`config.mk`:
```
export PLATFORM = sky130hd
export DESIGN_NAME = matrix_scale_acc
export DESIGN_NICKNAME = d
export VERILOG_FILES = /design/src/rtl/matrix_scale_pkg.sv /design/src/rtl/scale_elem.sv /design/src/rtl/matrix_scale_acc.sv
export SDC_FILE = /design/constraint.sdc
export NUM_CORES = 1
export LEC_CHECK = 0
export ABC_CLOCK_PERIOD_IN_PS = 7100
export BUFFER_PORTS_ARGS = -buffer_cell sky130_fd_sc_hd__buf_4
export CELL_PAD_IN_SITES_DETAIL_PLACEMENT = 1
export CELL_PAD_IN_SITES_GLOBAL_PLACEMENT = 1
export CORE_MARGIN = 4
export CORE_UTILIZATION = 49
export CTS_BUF_LIST = sky130_fd_sc_hd__clkbuf_4 sky130_fd_sc_hd__clkbuf_8 sky130_fd_sc_hd__clkbuf_16
export DETAILED_ROUTE_END_ITERATION = 8
export PLACE_DENSITY_LB_ADDON = 0.25
export REMOVE_ABC_BUFFERS = 1
export SETUP_SLACK_MARGIN = 0.02
export SYNTH_ARGS = -nofsm -noshare
export SYNTH_HDL_FRONTEND = slang
export SYNTH_SLANG_ARGS = --single-unit
```
`constraint.sdc`:
```
create_clock -name clk -period 7.1 [get_ports clk]
set_input_delay 1.42 -clock clk [delete_from_list [all_inputs] [get_ports clk]]
set_output_delay 1.42 -clock clk [all_outputs]
set_load 0.1 [all_outputs]
```
`src/rtl/matrix_scale_pkg.sv`:
```
// Shared types and helpers for the matrix scale-and-accumulate block.
package matrix_scale_pkg;

   typedef enum logic [1:0] {IDLE, SCAN, DONE} state_t;

   // ceil(log2(n)); 0 for n <= 1
   function automatic int clog2(input int n);
      int r;
      r = 0;
      while ((1 << r) < n) r++;
      return r;
   endfunction

   // row-major flat element index
   function automatic int idx(input int r, input int c, input int cols);
      return r * cols + c;
   endfunction

   // full-width product: element times (r+1)*(c+1) never overflows this
   function automatic int prod_w(input int w, input int rows, input int cols);
      return w + clog2(rows) + clog2(cols) + 2;
   endfunction

   localparam int PROD_W_DEF = prod_w(8, 2, 3);

endpackage

```
`src/rtl/scale_elem.sv`:
```
// Combinational (r+1)*(c+1)*elem. SATURATE_EN clamps to the W-bit max,
// otherwise the full-width product is truncated to W bits.
module scale_elem #(
   parameter int W  = 8,
   parameter int RW = 1,
   parameter int CW = 2,
   parameter int PW = 13
) (
   input  logic [W-1:0]  elem,
   input  logic [RW-1:0] row,
   input  logic [CW-1:0] col,
   output logic [W-1:0]  res
);

   logic [PW-1:0] factor;

   assign factor = (PW'(row) + PW'(1)) * (PW'(col) + PW'(1));

`ifdef SATURATE_EN
   logic [PW-1:0] prod;
   assign prod = factor * PW'(elem);
   assign res  = (prod > PW'({W{1'b1}})) ? {W{1'b1}} : prod[W-1:0];
`else
   assign res  = W'(factor * PW'(elem));
`endif

endmodule

```
`src/rtl/matrix_scale_acc.sv`:
```
// ROWS x COLS counter matrix with a sequential scaled-copy scan engine.
// One scale_elem is time-shared over a snapshot taken at start, so
// increments during a scan never leak into the result.
// Optional macro SATURATE_EN: saturating increment and clamped products.
module matrix_scale_acc
   import matrix_scale_pkg::*;
#(
   parameter int ROWS  = 2,
   parameter int COLS  = 3,
   parameter int W     = 8,
   parameter int IDX_W = 8
) (
   input  logic                   clk,
   input  logic                   rst,
   input  logic                   inc_valid,
   input  logic [IDX_W-1:0]       inc_row,
   input  logic [IDX_W-1:0]       inc_col,
   input  logic                   start,
   output logic                   busy,
   output logic                   done,
   output logic                   err,
   output logic [ROWS*COLS*W-1:0] flat
);

   localparam int N  = ROWS * COLS;
   localparam int PW = (clog2(N) > 0) ? clog2(N) : 1;
   localparam int RW = (clog2(ROWS) > 0) ? clog2(ROWS) : 1;
   localparam int CW = (clog2(COLS) > 0) ? clog2(COLS) : 1;

   typedef logic [N-1:0][W-1:0] mat_t;

   mat_t          arr, snap, res;
   state_t        state;
   logic [PW-1:0] pos;
   logic [RW-1:0] sr;
   logic [CW-1:0] sc;
   logic [W-1:0]  scaled;
   logic          inc_ok;

   // extra top bit keeps the compare unsigned for any IDX_W
   assign inc_ok = ({1'b0, inc_row} < (IDX_W+1)'(ROWS)) &&
                   ({1'b0, inc_col} < (IDX_W+1)'(COLS));

   // matrix increments (any FSM state) and sticky range error
   always_ff @(posedge clk) begin
      if (rst) begin
         arr <= '0;
         err <= 1'b0;
      end else if (inc_valid) begin
         if (!inc_ok) err <= 1'b1;
         for (int r = 0; r < ROWS; r++) begin
            for (int c = 0; c < COLS; c++) begin
               if (inc_ok && {1'b0, inc_row} == (IDX_W+1)'(r) &&
                   {1'b0, inc_col} == (IDX_W+1)'(c)) begin
`ifdef SATURATE_EN
                  if (arr[idx(r, c, COLS)] != {W{1'b1}})
                     arr[idx(r, c, COLS)] <= arr[idx(r, c, COLS)] + 1'b1;
`else
                  arr[idx(r, c, COLS)] <= arr[idx(r, c, COLS)] + 1'b1;
`endif
               end
            end
         end
      end
   end

   scale_elem #(.W(W), .RW(RW), .CW(CW), .PW(prod_w(W, ROWS, COLS))) u_scale (
      .elem (snap[pos]),
      .row  (sr),
      .col  (sc),
      .res  (scaled)
   );

   // scan FSM: snapshot, walk row-major writing results, publish atomically
   always_ff @(posedge clk) begin
      if (rst) begin
         state <= IDLE;
         busy  <= 1'b0;
         done  <= 1'b0;
         snap  <= '0;
         res   <= '0;
         flat  <= '0;
         pos   <= '0;
         sr    <= '0;
         sc    <= '0;
      end else begin
         done <= 1'b0;
         case (state)
            IDLE: begin
               if (start) begin
                  snap  <= arr;
                  pos   <= '0;
                  sr    <= '0;
                  sc    <= '0;
                  busy  <= 1'b1;
                  state <= SCAN;
               end
            end
            SCAN: begin
               res[pos] <= scaled;
               if (pos == PW'(N-1)) begin
                  busy  <= 1'b0;
                  state <= DONE;
               end else begin
                  pos <= pos + 1'b1;
                  if (sc == CW'(COLS-1)) begin
                     sc <= '0;
                     sr <= sr + 1'b1;
                  end else begin
                     sc <= sc + 1'b1;
                  end
               end
            end
            DONE: begin
               flat  <= res;
               done  <= 1'b1;
               state <= IDLE;
            end
            default: state <= IDLE;
         endcase
      end
   end

endmodule
```
* Word level (Yosys, flattened, before mapping)
Index checks and enable logic that the tools add are counted.
** Storage, ports and cells
- Register bits :: 203
- Output and inout bits :: 51
- Logic and storage cells :: 104
** Operators by class
- Add/sub/neg operators :: 11
- Multiply operators :: 2
- Magnitude comparators :: 4
- Equal/unequal tests :: 11
- Mux-type cells :: 23
- Bitwise gates (word level) :: 1
- Reductions and logical operators :: 26
** Operators with widths (number)
- $add 8x1->8 const B :: 6
- $bwmux 48 :: 1
- $bmux 8 s3 :: 1
- $demux 8 s3 :: 1
- $reduce_and 2->1 :: 9
- $eq 8x1->1 const B :: 2
- $logic_not 8->1 :: 2
- $lt 8x2->1 const B :: 2
- $mux 8 :: 2
- $mul 13x13->13 :: 1
- $mul 13x8->8 :: 1
- $logic_and 1x1->1 :: 10
- $mux 2 :: 5
- $eq 8x2->1 const B :: 1
- $ne 2x2->1 const B :: 4
- $pmux 2 s2 :: 2
- $mux 1 :: 6
- $mux 3 :: 2
- $pmux 3 s2 :: 1
- $reduce_and 3->1 :: 2
- $eq 2x2->1 const B :: 2
- $lt 3x4->1 const B :: 1
- $pmux 1 s2 :: 2
- $reduce_and 4->1 :: 1
- other kinds (11) :: 11

* Depth between registers and ports, before layout
- Word-level depth :: 5
- Mapped depth :: 19
- Mapped depth without buffers :: 19

* Modules after synthesis
Synthesis repeated with hierarchy kept, for this count alone.
** Second synthesis, totals
- Cells, all modules :: 1076
- Area total of the unflattened synthesis :: 9150.0 um2
** By module, submodules not included
- matrix_scale_acc :: instances 1, cells each 993, area each 8386.8 um2
- scale_elem :: instances 1, cells each 83, area each 763.2 um2

* Least setup slack after synthesis
Ideal clock, no wire load.
- Path kind :: register to register
- Start point :: register pos[1]
- End point :: register res[47] in the netlist's numbering
- Data arrival time :: 4.705 ns
- Slack :: 2.309 ns
- Cell stages (with the launch flop) :: 19
- Path buffers :: 2
- Cell sequence :: dfxtp_1 -> buf_2 -> buf_1 -> mux2i_1 -> o22ai_1 -> o21ai_0 -> nor2_1 -> ha_1 -> fa_1 -> ha_1 -> inv_1 -> fa_1 -> inv_1 -> fa_1 -> a21o_1 -> a21oi_1 -> xnor2_1 -> xnor3_1 -> a211oi_1
** On the way
- Cells in the longest elaborated chain, start to end :: 5
- Elaborated cells between the ends (all ways) :: 9
- Classes of those cells :: 1 x mul; 2 x order compare; 5 x mux; 1 x reduce/logical
** Ends and longest elaborated chain
- start, declared :: RTL line matrix_scale_acc.sv:34 : logic [PW-1:0] pos;
- start signal, assigned :: RTL line matrix_scale_acc.sv:105 : pos <= pos + 1'b1;
- parallel branches: the longest is 4 deep, another holds $mul 13x8->8
- $bwmux 48 (*) :: RTL line matrix_scale_acc.sv:100 : res[pos] <= scaled;
- end signal, assigned by index :: RTL line matrix_scale_acc.sv:100
- end, declared :: RTL line matrix_scale_acc.sv:32 : mat_t arr, snap, res;
Mark *: on every way between the ends. The select of a mux whose other input is x is not followed.
A chain may end at the register's enable or synchronous reset.

* Worst setup path in the final report
- Start point :: register pos[1]
- End point :: register res[7] in the netlist's numbering
The elaborated chain is that of the path after synthesis.

==> qor.yml <==
cts.hold.buffers_added: 0
num_vias: 7151
synthSimpleGateAreaFrac: 0.239
hold_class: "register to register"
cts_buffer_depth: 3
synth_edf_count: 0
fmax_mhz: 185
cpPeakStageDelay_ns: 0.94
htreeDepth: 1
cp-end-kind: "register"
muxShareOfSynthArea: 0.0340
synth_compound_area_frac: 0.111
timing.critical_path.cells: "mux2i_1 -> o22ai_1 -> o21ai_0 -> nor2_1 -> ha_1 -> fa_1 -> ha_1 -> inv_1 -> fa_1 -> inv_1 -> fa_1 -> a21o_1 -> a21oi_1 -> xnor2_1 -> xnor3_1 -> a211oi_1"
finalClockSkew_ns: 0.0117
port-buffer-count: 70
antenna_found_initial: 0
antenna_cells: 0
drive_gt1_frac: 0.123
place.gp.congestion: 0.864
grt_overflow: 0
yosys-top-cells-count: "nand2_1, dfxtp_1, a21oi_1"
die_x_um: 142
grt_pass1_vias: 7269
gr-usage-all-layers: 0.215
start_util: 0.504
routedWlPerCell_um: 16.2
path_delay_family: "adder cells"
ant_nets: 0
seq_area_frac_synth: 0.463
internal-power_mw: 1.88
nets: 1163
critPathBufInv: 2
ys.flop_type: "dfxtp_1"
numCtsBuffers: 22
ys_ff_latch: 203
required_ns: 7.50
synth_top_family_by_area: "simple AND/OR/NAND/NOR gates"
ctsResizeCount: 0
design_area_sq_um: 10200
syn-instance-count: 1055
powerDensity_nw_per_um2: 237
path_common_cell: "fa_1"
timing.final.max_slew_violations: 0
hold_viol_final: 0
insertion_delay_ns: 0.50
fin_crit_ns: 5.42
dieArea_sq_um: 20100
critPathKind: "register to register"
synthArstFlopShare: 0
power_switching_mw: 0.529
worstHoldStart: "res[12]"
core-area_sq_um: 17400
tns_ns: 0
synth.avg_cell_area_sq_um: 8.33
p_leak_nw: 3.80
top_level_ports: 71
drt-initial-drc-count: 304
cts_num_sinks: 203
switching_share: 0.219
post_cts_buffers: 0
vias_per_cell: 5.33
synth.most_common_cell: "nand2_1"
r2r_start: "pos[1]"
yosysWarnings: 0
comb_power_share: 0.045
setup_viol: 0
grt_first_pass_wirelength_mm: 36.0
vdd_drop_max_v: 0.000168
startpoint: "pos[1]"
rows: 48
ys_types: 49
seqPwrFrac: 0.477
timing.slew.headroom: 0.319
cap_violations: 0
start_kind: "register"
root_buffer: "clkbuf_16"
rsz0062_at_grt: "false"
cts_tree: "built"
synth_xor_area_frac: 0.0534
postPlaceCellArea_sq_um: 9450
grt_max_degree: 120
yosysTopAreaCell: "dfxtp_1"
synthAdderAreaFrac: 0.0655
dp_hpwl_mm: 14.5
synth.top_cell.area_share: 0.463
period_share: 0.763
crit_fanout: 25
wirelength_mm: 21.8
clk_pin_slew_ns: 0.06
worst_pin_slew_ns: 1.01
num-fill-cells: 2078
drc: 0
syn2layout_area_growth_pct: 15.9
status: "finished clean"
crit_slowest_cell: "dfxtp_1"
synthTopCellsByArea: "dfxtp_1, nand2_1, a21oi_1"
drtPass1Iterations: 7
clock_power_share: 0.478
die_y_um: 142
total_power_mw: 2.41
cp.arrival_ns: 5.82
synthesis.area_sq_um: 8790
==> layer usage <==
layer / track usage / share of wire / vias to the layer above
met2: 0.391 / 0.51 / 109
met4: 0.0682 / 0.028 / 0
met1: 0.264 / 0.43 / 3421
met5: 0 / 0 / -
li1: - / - / 3584
met3: 0.0300 / 0.034 / 37
==> state kept, by name, indices dropped and copies added (netlist names) <==
register	flops
state	2
sr	1
snap	48
pos	3
flat	48
busy	1
res	48
err	1
arr	48
done	1
sc	2
==> power groups by stage <==
stage                     clock network, mW  registers (mW)  logic (mW)
after floorplan                           0            1.18      0.0491
after global placement                    0            1.18       0.107
after detailed placement                  0            1.18       0.109
after CTS                              1.18            1.15       0.111
after global routing                   1.23            1.15       0.122
final                                  1.15            1.15       0.109
==> per-stage QoR <==
step / utilization / hold WS [ns] / worst slack [ns] / instances
after floorplan: - / 0.426 / 2.11 / 1001
after global placement: 0.542 / 0.439 / 1.93 / 1304
after CTS: 0.585 / 0.454 / 1.62 / 1341
final: 0.585 / 0.450 / 1.68 / 1341
after global routing: 0.585 / 0.473 / 1.28 / 1341
after detailed placement: 0.542 / 0.446 / 1.72 / 1304
==> cell type report <==
| class | count | area (sq um) | share of cell area |
|---|---|---|---|
| inverters | 20 | 75.1 | 0.00737 |
| repair buffers | 78 | 589 | 0.0579 |
| flip-flops and latches | 203 | 4060 | 0.399 |
| multi-input cells | 778 | 4440 | 0.436 |
| clock inverters | 2 | 35.0 | 0.00344 |
| clock buffers | 35 | 703 | 0.0691 |
| well taps | 225 | 282 | 0.0276 |
==> worst reg2reg max path, stage by stage, from the launching register on <==
cell and delay, ns:
dfxtp_1 0.94, mux2i_1 0.28, o22ai_1 0.09, o21ai_0 0.45, nor2_1 0.09, ha_1 0.25
fa_1 0.49, ha_1 0.29, inv_1 0.05, fa_1 0.52, inv_1 0.07, fa_1 0.46
a21o_1 0.20, a21oi_1 0.16, xnor2_1 0.14, xnor3_1 0.55, a211oi_1 0.29
==> cell families (layout without fill, tap and decap cells) <==
logic type | Yosys count | after routing
buf+inv | 76 | 135
compound gates | 178 | 178
flops | 203 | 203
mux | 27 | 27
xor+xnor | 52 | 52
simple gates | 477 | 477
fa+ha+maj | 40 | 40
other cells | 2 | 4
==> cell usage in the layout, fill, tap and decap left out, types with 11 or more instances in the layout <==
cell type  instances
dfxtp_1          203
nand4_1           15
nand2_1          289
mux2i_1           22
a211oi_1          12
a21oi_1          146
clkbuf_16         23
inv_1             20
nor2_1           108
buf_4             77
ha_1              30
nor3_1            11
xor2_1            32
xnor2_1           19
==> path summary, 6_finish.rpt <==
check | slack, ns | endpoint | cells after the start
max | 1.68 | res[7] | 16
min | 0.45 | flat[12] | 2
max reg2reg | 1.68 | res[7] | 16
min reg2reg | 0.45 | flat[12] | 2
(Power assumes the default switching activity.)
